--- config.mk ---
export PLATFORM = sky130hd
export DESIGN_NAME = alu_op_sequencer
export DESIGN_NICKNAME = d
export VERILOG_FILES = /design/src/rtl/alu_op_sequencer.sv
export SDC_FILE = /design/constraint.sdc
export NUM_CORES = 1
export LEC_CHECK = 0
export ABC_AREA = 1
export BUFFER_PORTS_ARGS = -buffer_cell sky130_fd_sc_hd__buf_2
export CAP_MARGIN = 20
export CORE_MARGIN = 4
export CORE_UTILIZATION = 41
export CTS_BUF_LIST = sky130_fd_sc_hd__clkbuf_8 sky130_fd_sc_hd__clkbuf_16
export DETAILED_ROUTE_END_ITERATION = 8
export PLACE_DENSITY = 0.74
export SKIP_CTS_REPAIR_TIMING = 1
export SLEW_MARGIN = 20
export SYNTH_ARGS = -nofsm -noshare
export SYNTH_HDL_FRONTEND = slang
export SYNTH_SLANG_ARGS = --single-unit
--- constraint.sdc ---
create_clock -name clk -period 4.8 [get_ports clk]
set_clock_uncertainty 0.05 [all_clocks]
set_input_delay 0.24 -clock clk [delete_from_list [all_inputs] [get_ports clk]]
set_output_delay 0.24 -clock clk [all_outputs]
set_load 0.05 [all_outputs]
--- src/rtl/alu_op_sequencer.sv ---
// Front-end sequencer for a 32-bit add/mul/div/nand ALU: one request in flight, multi-cycle ops launched with a clear pulse.
// Optional WAIT-state abort counter is compiled in with `define ALU_SEQ_TIMEOUT_EN.
module alu_op_sequencer #(
  parameter int DATA_W         = 32,
  parameter int TIMEOUT_CYCLES = 64
) (
  input  logic              clk,
  input  logic              r,
  input  logic              req_valid,
  output logic              req_ready,
  input  logic [1:0]        req_op,
  input  logic [DATA_W-1:0] req_x,
  input  logic [DATA_W-1:0] req_y,
  output logic [DATA_W-1:0] alu_x,
  output logic [DATA_W-1:0] alu_y,
  output logic [1:0]        alu_s,
  output logic              alu_clr,
  input  logic [DATA_W-1:0] alu_out,
  input  logic              alu_finished,
  output logic              rsp_valid,
  input  logic              rsp_ready,
  output logic [DATA_W-1:0] rsp_data,
  output logic              rsp_err,
  output logic              busy
);

  typedef enum logic [2:0] {
    S_IDLE,
    S_EXEC,
    S_CLEAR,
    S_WAIT,
    S_DONE
  } state_t;

  state_t            state_q;
  logic [DATA_W-1:0] alu_x_q;
  logic [DATA_W-1:0] alu_y_q;
  logic [1:0]        alu_s_q;
  logic              alu_clr_q;
  logic [DATA_W-1:0] rsp_data_q;
  logic              rsp_err_q;
  logic              wait_first_q;
  logic              timeout;

`ifdef ALU_SEQ_TIMEOUT_EN
  localparam int CNT_W = $clog2(TIMEOUT_CYCLES + 1);
  logic [CNT_W-1:0] wait_cnt_q;

  // Counter holds the number of WAIT cycles already completed, so this is the last permitted one.
  assign timeout = (wait_cnt_q == CNT_W'(TIMEOUT_CYCLES - 1));
`else
  assign timeout = 1'b0;
`endif

  always_ff @(posedge clk) begin
    if (r) begin
      state_q      <= S_IDLE;
      alu_x_q      <= '0;
      alu_y_q      <= '0;
      alu_s_q      <= 2'b00;
      alu_clr_q    <= 1'b1;
      rsp_data_q   <= '0;
      rsp_err_q    <= 1'b0;
      wait_first_q <= 1'b0;
`ifdef ALU_SEQ_TIMEOUT_EN
      wait_cnt_q   <= '0;
`endif
    end else begin
      alu_clr_q <= 1'b0;
      case (state_q)
        S_IDLE: begin
          if (req_valid) begin
            alu_x_q <= req_x;
            alu_y_q <= req_y;
            alu_s_q <= req_op;
            case (req_op)
              2'b00, 2'b11: state_q <= S_EXEC;
              2'b01: begin
                state_q   <= S_CLEAR;
                alu_clr_q <= 1'b1;
              end
              default: begin
                if (req_y == '0) begin
                  // Divide by zero never reaches the ALU.
                  state_q    <= S_DONE;
                  rsp_data_q <= '0;
                  rsp_err_q  <= 1'b1;
                end else begin
                  state_q   <= S_CLEAR;
                  alu_clr_q <= 1'b1;
                end
              end
            endcase
          end
        end
        S_EXEC: begin
          rsp_data_q <= alu_out;
          rsp_err_q  <= 1'b0;
          state_q    <= S_DONE;
        end
        S_CLEAR: begin
          state_q      <= S_WAIT;
          wait_first_q <= 1'b1;
`ifdef ALU_SEQ_TIMEOUT_EN
          wait_cnt_q   <= '0;
`endif
        end
        S_WAIT: begin
          wait_first_q <= 1'b0;
`ifdef ALU_SEQ_TIMEOUT_EN
          wait_cnt_q   <= wait_cnt_q + CNT_W'(1);
`endif
          // A finished flag seen in the first WAIT cycle may be left over from the previous op.
          if (!wait_first_q && alu_finished) begin
            rsp_data_q <= alu_out;
            rsp_err_q  <= 1'b0;
            state_q    <= S_DONE;
          end else if (timeout) begin
            rsp_data_q <= '0;
            rsp_err_q  <= 1'b1;
            alu_clr_q  <= 1'b1;
            state_q    <= S_DONE;
          end
        end
        S_DONE: begin
          if (rsp_ready) state_q <= S_IDLE;
        end
        default: state_q <= S_IDLE;
      endcase
    end
  end

  assign req_ready = (state_q == S_IDLE);
  assign busy      = (state_q != S_IDLE);
  assign rsp_valid = (state_q == S_DONE);
  assign alu_x     = alu_x_q;
  assign alu_y     = alu_y_q;
  assign alu_s     = alu_s_q;
  assign alu_clr   = alu_clr_q;
  assign rsp_data  = rsp_data_q;
  assign rsp_err   = rsp_err_q;

endmodule

# ---- Yosys cells after proc, flatten, opt, wreduce, memory -nomap -nowiden
# Cells that the tools add are included.
dict set report totals {
  output_inout_bits 103
  in_bits 103
  word_cells 53
  reg_bits 104
}
dict set report op_classes {
  eq_ne 11
  n_reduce_logical 13
  muxes 21
}
# cell count
set ops {}
lappend ops {{two-way mux 32 bit} 4}
lappend ops {{one-hot mux 32 bit (3 select lines)} 1}
lappend ops {{zero test 32 bit} 1}
lappend ops {{one-hot mux 3 bit (5 select lines)} 1}
lappend ops {{two-way mux 3 bit} 4}
lappend ops {{two-way mux 1 bit} 7}
lappend ops {{== test 3 x 2 -> 1 bit (second input constant)} 2}
lappend ops {{inequality test 2 bit (second input constant)} 3}
lappend ops {{one-hot mux 3 bit (2 select lines)} 1}
lappend ops {{nonzero test 3 bit} 2}
lappend ops {{AND reduction 5 bit} 1}
lappend ops {{inequality test 2 x 1 -> 1 bit (second input constant)} 2}
lappend ops {{one-hot mux 1 bit (2 select lines)} 2}
lappend ops {{== test 3 x 1 -> 1 bit (second input constant)} 1}
lappend ops {{== test 3 bit (second input constant)} 1}
lappend ops {{zero test 3 bit} 1}
lappend ops {{one-hot mux 1 bit (3 select lines)} 1}
lappend ops {{AND reduction 3 bit} 1}
lappend ops {{OR reduction 3 bit} 1}
lappend ops {{== test 2 x 1 -> 1 bit (second input constant)} 1}
lappend ops {{== test 2 bit (second input constant)} 1}
lappend ops {{zero test 2 bit} 1}
lappend ops {{AND reduction 2 bit} 1}
lappend ops {{nonzero test 2 bit} 1}
lappend ops {{other kinds (3)} 3}

# ---- Logic depth before layout (Yosys ltp)
# Gate-level depths: netlist of run 1.
dict set report logic_depth {
  depth_word 5
  ltp_mapped 11
  ltp_nobuf 10
}

# ---- Least setup slack after synthesis of run 1
# OpenSTA, ideal clock, no wires.
dict set report synth_path {
  kind {reg2reg}
  start {register state_q[2]}
  end {register rsp_data_q[22] (netlist: rsp_data[22])}
  synth_period_minus_slack_ns 2.068
  setup_ns 0.070
  stages_incl_launch_ff 9
  setup_slack_ns 2.732
  n_path_buf 1
  arrival_time_ns 1.948
  path_cell_list {dfxtp_1 -> nor3_4 -> inv_2 -> o21ai_2 -> nor3_2 -> nand2_4 -> buf_6 -> nand2_1 -> a21oi_1}
}
dict set report synth_via {
  elab_chain_len 3
}
# element line
set synth_rtl {}
lappend synth_rtl {{from (decl)} 35} ;# state_t state_q;
lappend synth_rtl {{from (signal assigned)} 57} ;# state_q <= S_IDLE;
lappend synth_rtl {{from (signal assigned)} 77} ;# 2'b00, 2'b11: state_q <= S_EXEC;
lappend synth_rtl {{from (signal assigned)} 79} ;# state_q <= S_CLEAR;
lappend synth_rtl {{zero test 3 bit (*)} --}
lappend synth_rtl {{net req_ready} 10} ;# output logic req_ready,
lappend synth_rtl {{inequality test 2 x 1 -> 1 bit (no source line) (tied with other cells)} --}
lappend synth_rtl {{AND reduction 5 bit (no source line)} --}
lappend synth_rtl {{to (signal assigned)} 97} ;# rsp_data_q <= alu_out;
lappend synth_rtl {{to (signal assigned)} 115} ;# rsp_data_q <= alu_out;
lappend synth_rtl {{to (decl)} 40} ;# logic [DATA_W-1:0] rsp_data_q;
# Mark *: on every way through the listed nets, which the timed path passes. The rest lies on a longest branch.
# A chain may end at the register's enable or synchronous reset.

# ---- Final worst setup path of run 1
dict set report layout_path {
  start {register state_q[0]}
  end {register alu_y_q[23] (netlist: alu_y[23])}
}
dict set report layout_via {
  elab_chain_len 2
}
# element line
set layout_rtl {}
lappend layout_rtl {{zero test 3 bit} 70} ;# case (state_q)
lappend layout_rtl {{AND reduction 2 bit (no source line)} --}
lappend layout_rtl {{to (signal assigned)} 74} ;# alu_y_q <= req_y;
lappend layout_rtl {{to (decl)} 37} ;# logic [DATA_W-1:0] alu_y_q;
# No other way between the ends.

==> reports/metrics.yaml, run 1 <==
cp.required_ns: 5.01
seqCellArea_sq_um: 2080
clk_pin_slew_ns: 0.11
yosysSeqAreaShare_pct: 52.8
slew_headroom_pct: 42.1
cts-root-buf: "clkbuf_8"
path_cells: "buf_4, nor3_4, inv_2, nor2_4, buf_4, inv_2, nor2_1, nor2_1"
fin_area_sq_um: 5190
async_flop_share_pct: 0
slowest_stage: "buf_4"
initial_core_util_pct: 42.5
yosys.area.top_type: "dfxtp_1"
endpoint_kind: "register"
switching_share_pct: 53.1
yosys.area.top_type_share_pct: 52.8
fmax_mhz: 391
worstRegToRegCells: 8
min_to: "alu_x[19]"
fillers: 892
syn_nets: 609
path_class: "reg2reg"
ys_seq_elements: 104
yosysWarnings: 0
clock_latency_ns: 0.36
power.internal_mw: 1.78
tns_ns: 0
synth_ff_type: "dfxtp_1"
worstHoldStart: "req_x[19]"
fin_crit_sh_pct: 53.3
clock-sinks: 104
synth.most_common_cell: "nor2_1"
fin_nets: 791
dp_hpwl_microns: 7930
cts_made_buffers: 9
power_frac_clock_pct: 15.1
synth.area.top_cells: "dfxtp_1 (53%), nor2_1 (12%), o21ai_0 (7.7%)"
final.setup.worst_slack_ns: 2.24
hold_depth: 3
die_h_microns: 106
synth_common_cells: "nor2_1 (124), dfxtp_1 (104), o21ai_0 (61), nand2_1 (49), a21oi_1 (48)"
drt_pass1_iterations: 5
critPathMaxFanout: 81
antenna_found_initial: 1
hold_ws_ns: 0.0449
worst_path_largest_cell_delay_ns: 0.56
final_layout_size_suffix_gt1_share_pct: 34.3
cellLeakagePower_nw: 2.56
gp_congestion: 0.779
die_w_microns: 106
ys_types: 28
synth-edff-count: 0
pre_cts_ws_ns: 2.24
rr_startpoint: "state_q[0]"
h-tree-depth: 3
grt_pass1_vias: 3758
io_pins: 206
place_area_sq_um: 4980
rsz0062_at_grt: "no"
clockBufferDepth: 2
p_comb_share_pct: 51.4
p_switching_mw: 2.02
ir_drop_v: 0.000369
die_area_sq_um: 11300
status: "finished, final reports clean"
drv_slew: 0
cts_tree: "built"
rows: 35
routed_via_density: 4.90
r2r-end: "alu_y[23]"
syn_area_sq_um: 3950
seq_power_share_pct: 33.5
maxCapViolCount: 0
syn_inst: 504
core_area_sq_um: 9280
first_iter_violations: 292
grt-ovfl-total: 0
reg2reg_slack_ns: 2.24
grtUsageTotal_pct: 19.6
cp_top_family: "buffers and inverters"
grt_max_degree: 82
syn_avg_cell_area_sq_um: 7.83
worstSetupStartpointType: "register"
num_antenna_cells: 0
drc: 0
path_buf_inv: 4
worst_pin_slew_ns: 0.867
hold_violations: 0
portBuffers: 205
vias: 4017
routedWlPerCell_microns: 13.7
wl_microns: 11200
multi_input_area_sq_um: 1610
setup_viol: 0
min_period_ns: 2.56
ant_nets: 0
power_density_nw_per_um2: 733
cp.arrival_ns: 2.77
area_delta_synth_final_pct: 31.5
grt_pass1_wl_microns: 18100
hold_class: "in2reg"
## worst register-to-register path: cells and delay by family (launching register included)
kind	cells	cell delay, ns
buffers and inverters	4	1.46
flip-flops	1	0.32
AND/OR/NAND/NOR	4	0.64
## cell families after synthesis
logic type / count (synthesis) / synth area share [%]
AO/OA/AOI/OAI: 120 / 15.5
adder cells (fa/ha/maj): 2 / 0.634
buffers and inverters: 58 / 6.47
flip-flops: 104 / 52.8
AND/OR/NAND/NOR: 220 / 24.6
## routing by layer
metal,GRT usage (%),vias up,share of wire [%]
met5,0,-,0.13
li1,-,2029,-
met2,31.7,161,48
met4,7.49,2,1.8
met3,5.95,18,7.8
met1,24.5,1807,42
## flip-flops by register name, indices dropped and copies added (netlist names)
signal	count
rsp_err	1
wait_first_q	1
state_q	3
rsp_data	32
alu_x	32
alu_s	2
alu_y	32
alu_clr	1
## power by group through the flow
stage	Sequential (mW)	Combinational, mW	Clock (mW)
after floorplan	2.21	0.620	0
after global placement	1.28	1.94	0
after detailed placement	1.29	1.97	0
after CTS	1.27	1.97	0.594
after global routing	1.31	2.08	0.633
final	1.27	1.95	0.574
## how the worst max path moves through the flow
stage,from,to,slack [ns],depth (start not counted)
after floorplan,state_q[2],rsp_data[22],2.73,8
after global placement,state_q[0],alu_y[23],2.36,8
after detailed placement,state_q[0],alu_y[23],2.24,8
after CTS,state_q[0],alu_y[23],2.24,8
after global routing,state_q[0],alu_x[23],1.96,8
final,state_q[0],alu_y[23],2.24,8
## placed cells by master (no fill, tap or decap), drive strengths merged
| cell | n |
|---|---|
| clkbuf | 9 |
| buf | 208 |
| nor3 | 3 |
| inv | 24 |
| bufinv | 1 |
| or2 | 1 |
| a21oi | 49 |
| ha | 2 |
| clkinv | 2 |
| dfxtp | 104 |
| nor2 | 126 |
| o21ai | 70 |
| a31oi | 1 |
| nand3 | 6 |
| nor4 | 1 |
| nand4 | 32 |
| nand2 | 50 |
| clkinvlp | 1 |
| and2 | 1 |
## stage by stage
step	utilization (%)	std cells	power (mW)
floorplan	-	504	2.83
global placement	53.6	804	3.22
detailed placement	53.6	804	3.25
CTS	55.9	820	3.83
global route	55.9	820	4.03
finish	55.9	820	3.80
## final cells by class
class,instances,area share (%)
sequential,104,40.1
multi-input combinational,342,31.0
timing repair buffer,208,20.2
tap,129,3.11
clock buffer,9,2.39
clock inverter,7,1.66
inverter,21,1.52
Note: power is estimated with default switching activity, not from simulation.
==> inputs of run 2 (changes only) <==
--- a/config.mk
+++ b/config.mk
@@ -5,14 +5,14 @@
 export SDC_FILE = /design/constraint.sdc
 export NUM_CORES = 1
 export LEC_CHECK = 0
-export ABC_AREA = 1
+export ABC_AREA = 0
 export BUFFER_PORTS_ARGS = -buffer_cell sky130_fd_sc_hd__buf_2
 export CAP_MARGIN = 20
 export CORE_MARGIN = 4
 export CORE_UTILIZATION = 41
 export CTS_BUF_LIST = sky130_fd_sc_hd__clkbuf_8 sky130_fd_sc_hd__clkbuf_16
 export DETAILED_ROUTE_END_ITERATION = 8
-export PLACE_DENSITY = 0.74
+export PLACE_DENSITY = 0.73
 export SKIP_CTS_REPAIR_TIMING = 1
 export SLEW_MARGIN = 20
 export SYNTH_ARGS = -nofsm -noshare
==> constraint.sdc (replaced) <==
create_clock -name clk -period 2.5 [get_ports clk]
set_clock_uncertainty 0.05 [all_clocks]
set_input_delay 0.125 -clock clk [delete_from_list [all_inputs] [get_ports clk]]
set_output_delay 0.125 -clock clk [all_outputs]
set_load 0.05 [all_outputs]
==> reports/metrics.yaml, run 2 <==
status: "complete, but fails checks"
violations: "hold timing"
ant_nets: 0  # unchanged
crit_path_end: "rsp_data[12]"
synth.area.top_cells: "dfxtp_1 (50%), nand2_1 (12%), nor2b_1 (9.7%)"
syn_area_sq_um: 4180  # +5.9%
grt_pass1_vias: 3759  # +0.027%
hold_class: "in2reg"
syn_avg_cell_area_sq_um: 8.53  # +8.9%
syn_inst: 490  # -2.8%
worstSetupStartpointType: "input port"
layout_commonest_cell: "buf_2"
grt-ovfl-total: 0  # unchanged
yosysWarnings: 0  # unchanged
critPathLaunch: "req_op[0]"
synth_ff_type: "dfxtp_1"
ir_drop_v: 0.000368  # -0.37%
place_area_sq_um: 5280  # +6.1%
tns_ns: 0  # unchanged
yosysSeqAreaShare_pct: 49.8  # -2.9 points
fin_area_sq_um: 6470  # +25%
place_inst: 798  # -0.75%
cts_tree: "built"
ys_types: 36  # +29%
die_area_sq_um: 11900  # +5.5%
area_delta_synth_final_pct: 54.9
setup_viol: 0  # unchanged
synth_common_cells: "nand2_1 (135), dfxtp_1 (104), a21oi_1 (67), nor2b_1 (65), a221o_1 (32)"
slowest_stage: "dlygate4sd3_1"
hold_violations: 1  # +1
fin_cells: 912  # +11%
worst_pin_slew_ns: 1.06  # +0.194 ns
maxCapViolCount: 0  # unchanged
die_w_microns: 109  # +2.7%
dp_hpwl_microns: 8190  # +3.2%
portBuffers: 205  # unchanged
rr_startpoint: "state_q[0]"
path_class: "in2reg"
path_buf_inv: 4  # unchanged
fin_crit_sh_pct: 89.0
die_h_microns: 109  # +2.7%
worst_path_largest_cell_delay_ns: 0.55  # about the same
syn_nets: 595  # -2.3%
drt_pass1_iterations: 6  # +1
r2r-end: "alu_y[7]"
synth-edff-count: 0  # unchanged
first_iter_violations: 353  # +21%
critPathMaxFanout: 32  # -60%
fin_nets: 879  # +11%
gp_congestion: 0.762  # -2.2%
drv_slew: 0  # unchanged
grtUsageTotal_pct: 18.7  # -0.86 points
core_area_sq_um: 9860  # +6.3%
final_cell_mix: "buf_2 (204), nand2_1 (135), dfxtp_1 (104), dlygate4sd3_1 (98), a21oi_1 (67)"
cts_made_buffers: 9  # unchanged
slew_headroom_pct: 29.2  # -13 points
io_pins: 206  # unchanged
endpoint_kind: "register"
cellLeakagePower_nw: 3.00  # +17%
clock_latency_ns: 0.36  # about the same
worstRegToRegCells: 5  # -3
rsz0062_at_grt: "no"
power_mw: 4.62  # +21%
drc: 0  # unchanged
routedWlPerCell_microns: 15.2  # +11%
initial_core_util_pct: 42.4  # -0.14 points
synth.most_common_cell: "nand2_1"
clk_pin_slew_ns: 0.09  # -0.02 ns
min_period_ns: 2.23
reg2reg_slack_ns: 0.60  # -1.64 ns
antenna_found_initial: 1  # unchanged
yosys.area.top_type_share_pct: 49.8  # -2.9 points
async_flop_share_pct: 0  # unchanged
wl_microns: 13900  # +23%
h-tree-depth: 3  # unchanged
vias: 4579  # +14%
seqCellArea_sq_um: 2080  # unchanged
num_antenna_cells: 0  # unchanged
clockBufferDepth: 2  # unchanged
cp.arrival_ns: 2.43  # -0.34 ns
yosys.area.top_type: "dfxtp_1"
cts-root-buf: "clkbuf_8"
fillers: 780  # -13%
path_cells: "dlygate4sd3_1, buf_2, inv_1, ha_1, nor4b_2, nand4_1, o41a_1, buf_4, a221o_1"
grt_pass1_wl_microns: 17700  # -2.1%
power_density_nw_per_um2: 714  # -2.6%
clock-sinks: 104  # unchanged
hold_ws_ns: -0.00700  # -0.0519 ns
multi_input_area_sq_um: 1900  # +18%
ys_seq_elements: 104  # unchanged
grt_max_degree: 104  # +27%
rows: 36  # +2.9%
fmax_mhz: 449
final_layout_size_suffix_gt1_share_pct: 30.4  # -3.9 points
cp.required_ns: 2.71  # -2.30 ns
cp_top_family: "buffers and inverters"
routed_via_density: 5.02  # +2.5%
final_util_pct: 65.6  # +9.7 points
cp.depth: 9  # +1
==> run 2: cell types whose count changed in the layout (fill, tap and decap cells not counted), sizes merged, moves of 19 or more <==
cell	previous run	this run
a21oi	49	68
a221o	0	32
dlygate4sd3	0	98
nand2	50	135
nand4	32	1
nor2	126	6
nor2b	0	65
o21ai	70	2
==> run 2: area by class of cell <==
type                    count  share of cell area, %
repair buffers            311                   32.4
flip-flops and latches    104                   32.2
multi-input cells         342                   29.4
well taps                 133                   2.57
clock buffers              11                   2.34
clock inverters             5                  0.832
inverters                   6                  0.348
==> run 2: report_power, final <==
group / total (mW) / internal (mW) / switching [mW] / leakage (nW)
Clock: 1.09 / 0.517 / 0.570 / 0.109
Sequential: 1.91 / 1.82 / 0.0919 / 0.850
Combinational: 1.62 / 0.493 / 1.13 / 2.05
==> run 2: worst min-delay path by stage <==
stage	start	to	cells past startpoint
2_1_floorplan	req_op[0]	alu_s[0]	2
3_3_place_gp	alu_out[25]	rsp_data[25]	2
3_5_place_dp	alu_out[9]	rsp_data[9]	2
4_1_cts	alu_out[9]	rsp_data[9]	2
5_1_grt	r	state_q[0]	4
6_report	r	state_q[0]	4
==> run 2: cell families after synthesis <==
logic type / count (synthesis) / share of synthesized area (%)
AND/OR/NAND/NOR: 227 / 26.4
AO/OA/AOI/OAI: 113 / 18.3
adder cells (fa/ha/maj): 2 / 0.599
buffers and inverters: 44 / 4.88
flip-flops: 104 / 49.8
==> run 2: through the flow <==
step	worst slack (ns)	hold slack, ns
floorplan	0.378	0.211
finish	0.275	-0.00700
global placement	0.409	0.299
detailed placement	0.271	0.301
CTS	0.262	-0.0891
global route	0.188	0.00946
==> run 2: worst min-delay path: cells and delay by family <==
| kind | cells | cell delay (ns) |
|---|---|---|
| buffers and inverters | 1 | 0.09 |
| and+or+nand+nor | 3 | 0.15 |
==> run 2: routing by layer <==
metal	global-route usage, %	vias to the layer above	wire (microns)	part of all wire, %
met4	9.74	2	444	3.2
li1	-	2224	-	-
met2	30.2	192	7180	52
met1	23.2	2119	5340	39
met5	0	-	7	0.051
met3	4.50	42	884	6.4
==> inputs of run 3 (changes only) <==
--- a/config.mk
+++ b/config.mk
@@ -10,7 +10,7 @@
 export CAP_MARGIN = 20
 export CORE_MARGIN = 4
 export CORE_UTILIZATION = 41
-export CTS_BUF_LIST = sky130_fd_sc_hd__clkbuf_8 sky130_fd_sc_hd__clkbuf_16
+export CTS_BUF_LIST = sky130_fd_sc_hd__clkbuf_16
 export DETAILED_ROUTE_END_ITERATION = 8
 export PLACE_DENSITY = 0.73
 export SKIP_CTS_REPAIR_TIMING = 1
==> reports/metrics.yaml, run 3 (synthesis results as in run 2) <==
layout_commonest_cell: "buf_2"
ir_drop_v: 0.000389  # +5.6%
die_h_microns: 109  # unchanged
slew_headroom_pct: 29.7  # +0.48 points
cp.required_ns: 2.67  # -0.04 ns
rsz0062_at_grt: "no"
fin_crit_sh_pct: 89.4  # +0.42 points
worstHoldStart: "req_x[4]"
tns_ns: 0  # unchanged
power_density_nw_per_um2: 778  # +8.9%
fmax_mhz: 447  # -0.47%
wl_microns: 13000  # -6.3%
multi_input_area_sq_um: 1900  # unchanged
min_period_ns: 2.24  # +0.0104 ns
drc: 0  # unchanged
cts_tree: "built"
fin_nets: 849  # -3.4%
hold_ws_ns: -0.0191  # -0.0121 ns
rr_startpoint: "state_q[0]"
maxCapViolCount: 0  # unchanged
routed_via_density: 4.97  # -1.0%
drt_pass1_iterations: 5  # -1
core_area_sq_um: 9860  # unchanged
cts_made_buffers: 9  # unchanged
antenna_found_initial: 1  # unchanged
endpoint_kind: "register"
hold_violations: 24  # +23
place_area_sq_um: 5280  # unchanged
grt_pass1_wl_microns: 17800  # +0.43%
grt-ovfl-total: 0  # unchanged
critPathMaxFanout: 32  # unchanged
num_antenna_cells: 0  # unchanged
status: "complete, but fails checks"
die_area_sq_um: 11900  # unchanged
violations: "hold timing"
clk_pin_slew_ns: 0.07  # -0.02 ns
vias: 4384  # -4.3%
setup_viol: 0  # unchanged
cp.arrival_ns: 2.40  # -0.03 ns
io_pins: 206  # unchanged
final_cell_mix: "buf_2 (204), nand2_1 (135), dfxtp_1 (104), dlygate4sd3_1 (68), a21oi_1 (67)"
clock-sinks: 104  # unchanged
final_layout_size_suffix_gt1_share_pct: 31.4  # +0.95 points
worst_pin_slew_ns: 1.05  # -0.00719 ns
grtUsageTotal_pct: 18.9  # +0.11 points
gp_congestion: 0.762  # unchanged
die_w_microns: 109  # unchanged
initial_core_util_pct: 42.4  # unchanged
cellLeakagePower_nw: 2.91  # -3.0%
hold_class: "in2reg"
clock_latency_ns: 0.34  # -0.02 ns
first_iter_violations: 353  # unchanged
h-tree-depth: 3  # unchanged
grt_pass1_vias: 3747  # -0.32%
worstSetupStartpointType: "input port"
grt_max_degree: 104  # unchanged
fin_area_sq_um: 6250  # -3.4%
critPathLaunch: "req_y[28]"
drv_slew: 0  # unchanged
fillers: 819  # +5.0%
area_delta_synth_final_pct: 49.6
cts-root-buf: "clkbuf_16"
rows: 36  # unchanged
routedWlPerCell_microns: 14.7  # -3.1%
seqCellArea_sq_um: 2080  # unchanged
reg2reg_slack_ns: 0.60  # about the same
dp_hpwl_microns: 8190  # unchanged
path_class: "in2reg"
clockBufferDepth: 2  # unchanged
portBuffers: 205  # unchanged
ant_nets: 0  # unchanged
-- run 3: cell count changes in the layout (fill, tap and decap cells not counted), sizes merged --
cell / previous run / this run
clkbuf: 11 / 9
clkinv: 3 / 5
dlygate4sd3: 98 / 68
-- run 3: routing by layer --
layer	global-route usage (%)	part of all wire (%)	vias to the layer above
li1	-	-	2165
met1	23.6	40	1988
met2	30.3	50	192
met3	3.73	6.3	37
met4	10.7	3.6	2
met5	0	0.077	-
-- run 3: worst paths after layout --
check             cells after the start      endpoint
hold reg to reg                       2      alu_x[2]
setup reg to reg                      5     alu_x[29]
setup / recovery                      7  rsp_data[11]
hold / removal                        3      alu_x[4]
-- run 3: worst max-delay path, stage by stage --
cell and delay [ns]:
dlygate4sd3_1 0.53, buf_2 0.13, nor4_1 0.39, nand2_1 0.17
o41a_1 0.45, buf_4 0.25, a221o_1 0.35
-- run 3: metrics by stage --
step	setup slack (ns)	power (mW)	hold WS (ns)	util (%)	std cells
6_report	0.264	4.86	-0.0191	63.4	882
5_1_grt	0.161	5.09	-0.00146	63.4	882
4_1_cts	0.278	4.80	-0.0541	56.5	814
3_5_place_dp	0.271	3.43	0.301	53.6	798
3_3_place_gp	0.409	3.40	0.299	53.6	798
2_1_floorplan	0.378	3.04	0.211	-	490
-- run 3: final cells by class --
| type | instances | area share (%) |
|---|---|---|
| Multi-Input combinational cell | 342 | 30.4 |
| Clock inverter | 7 | 0.981 |
| Clock buffer | 9 | 3.60 |
| Sequential cell | 104 | 33.3 |
| Tap cell | 133 | 2.66 |
| Timing Repair Buffer | 281 | 28.7 |
| Inverter | 6 | 0.360 |
-- run 3: power by group --
group / switching, mW / total, mW / internal (mW) / leakage [nW]
Combinational: 1.11 / 1.57 / 0.462 / 1.92
Sequential: 0.0908 / 1.91 / 1.82 / 0.850
Clock: 0.610 / 1.38 / 0.768 / 0.144
Total: 1.81 / 4.86 / 3.05 / 2.91
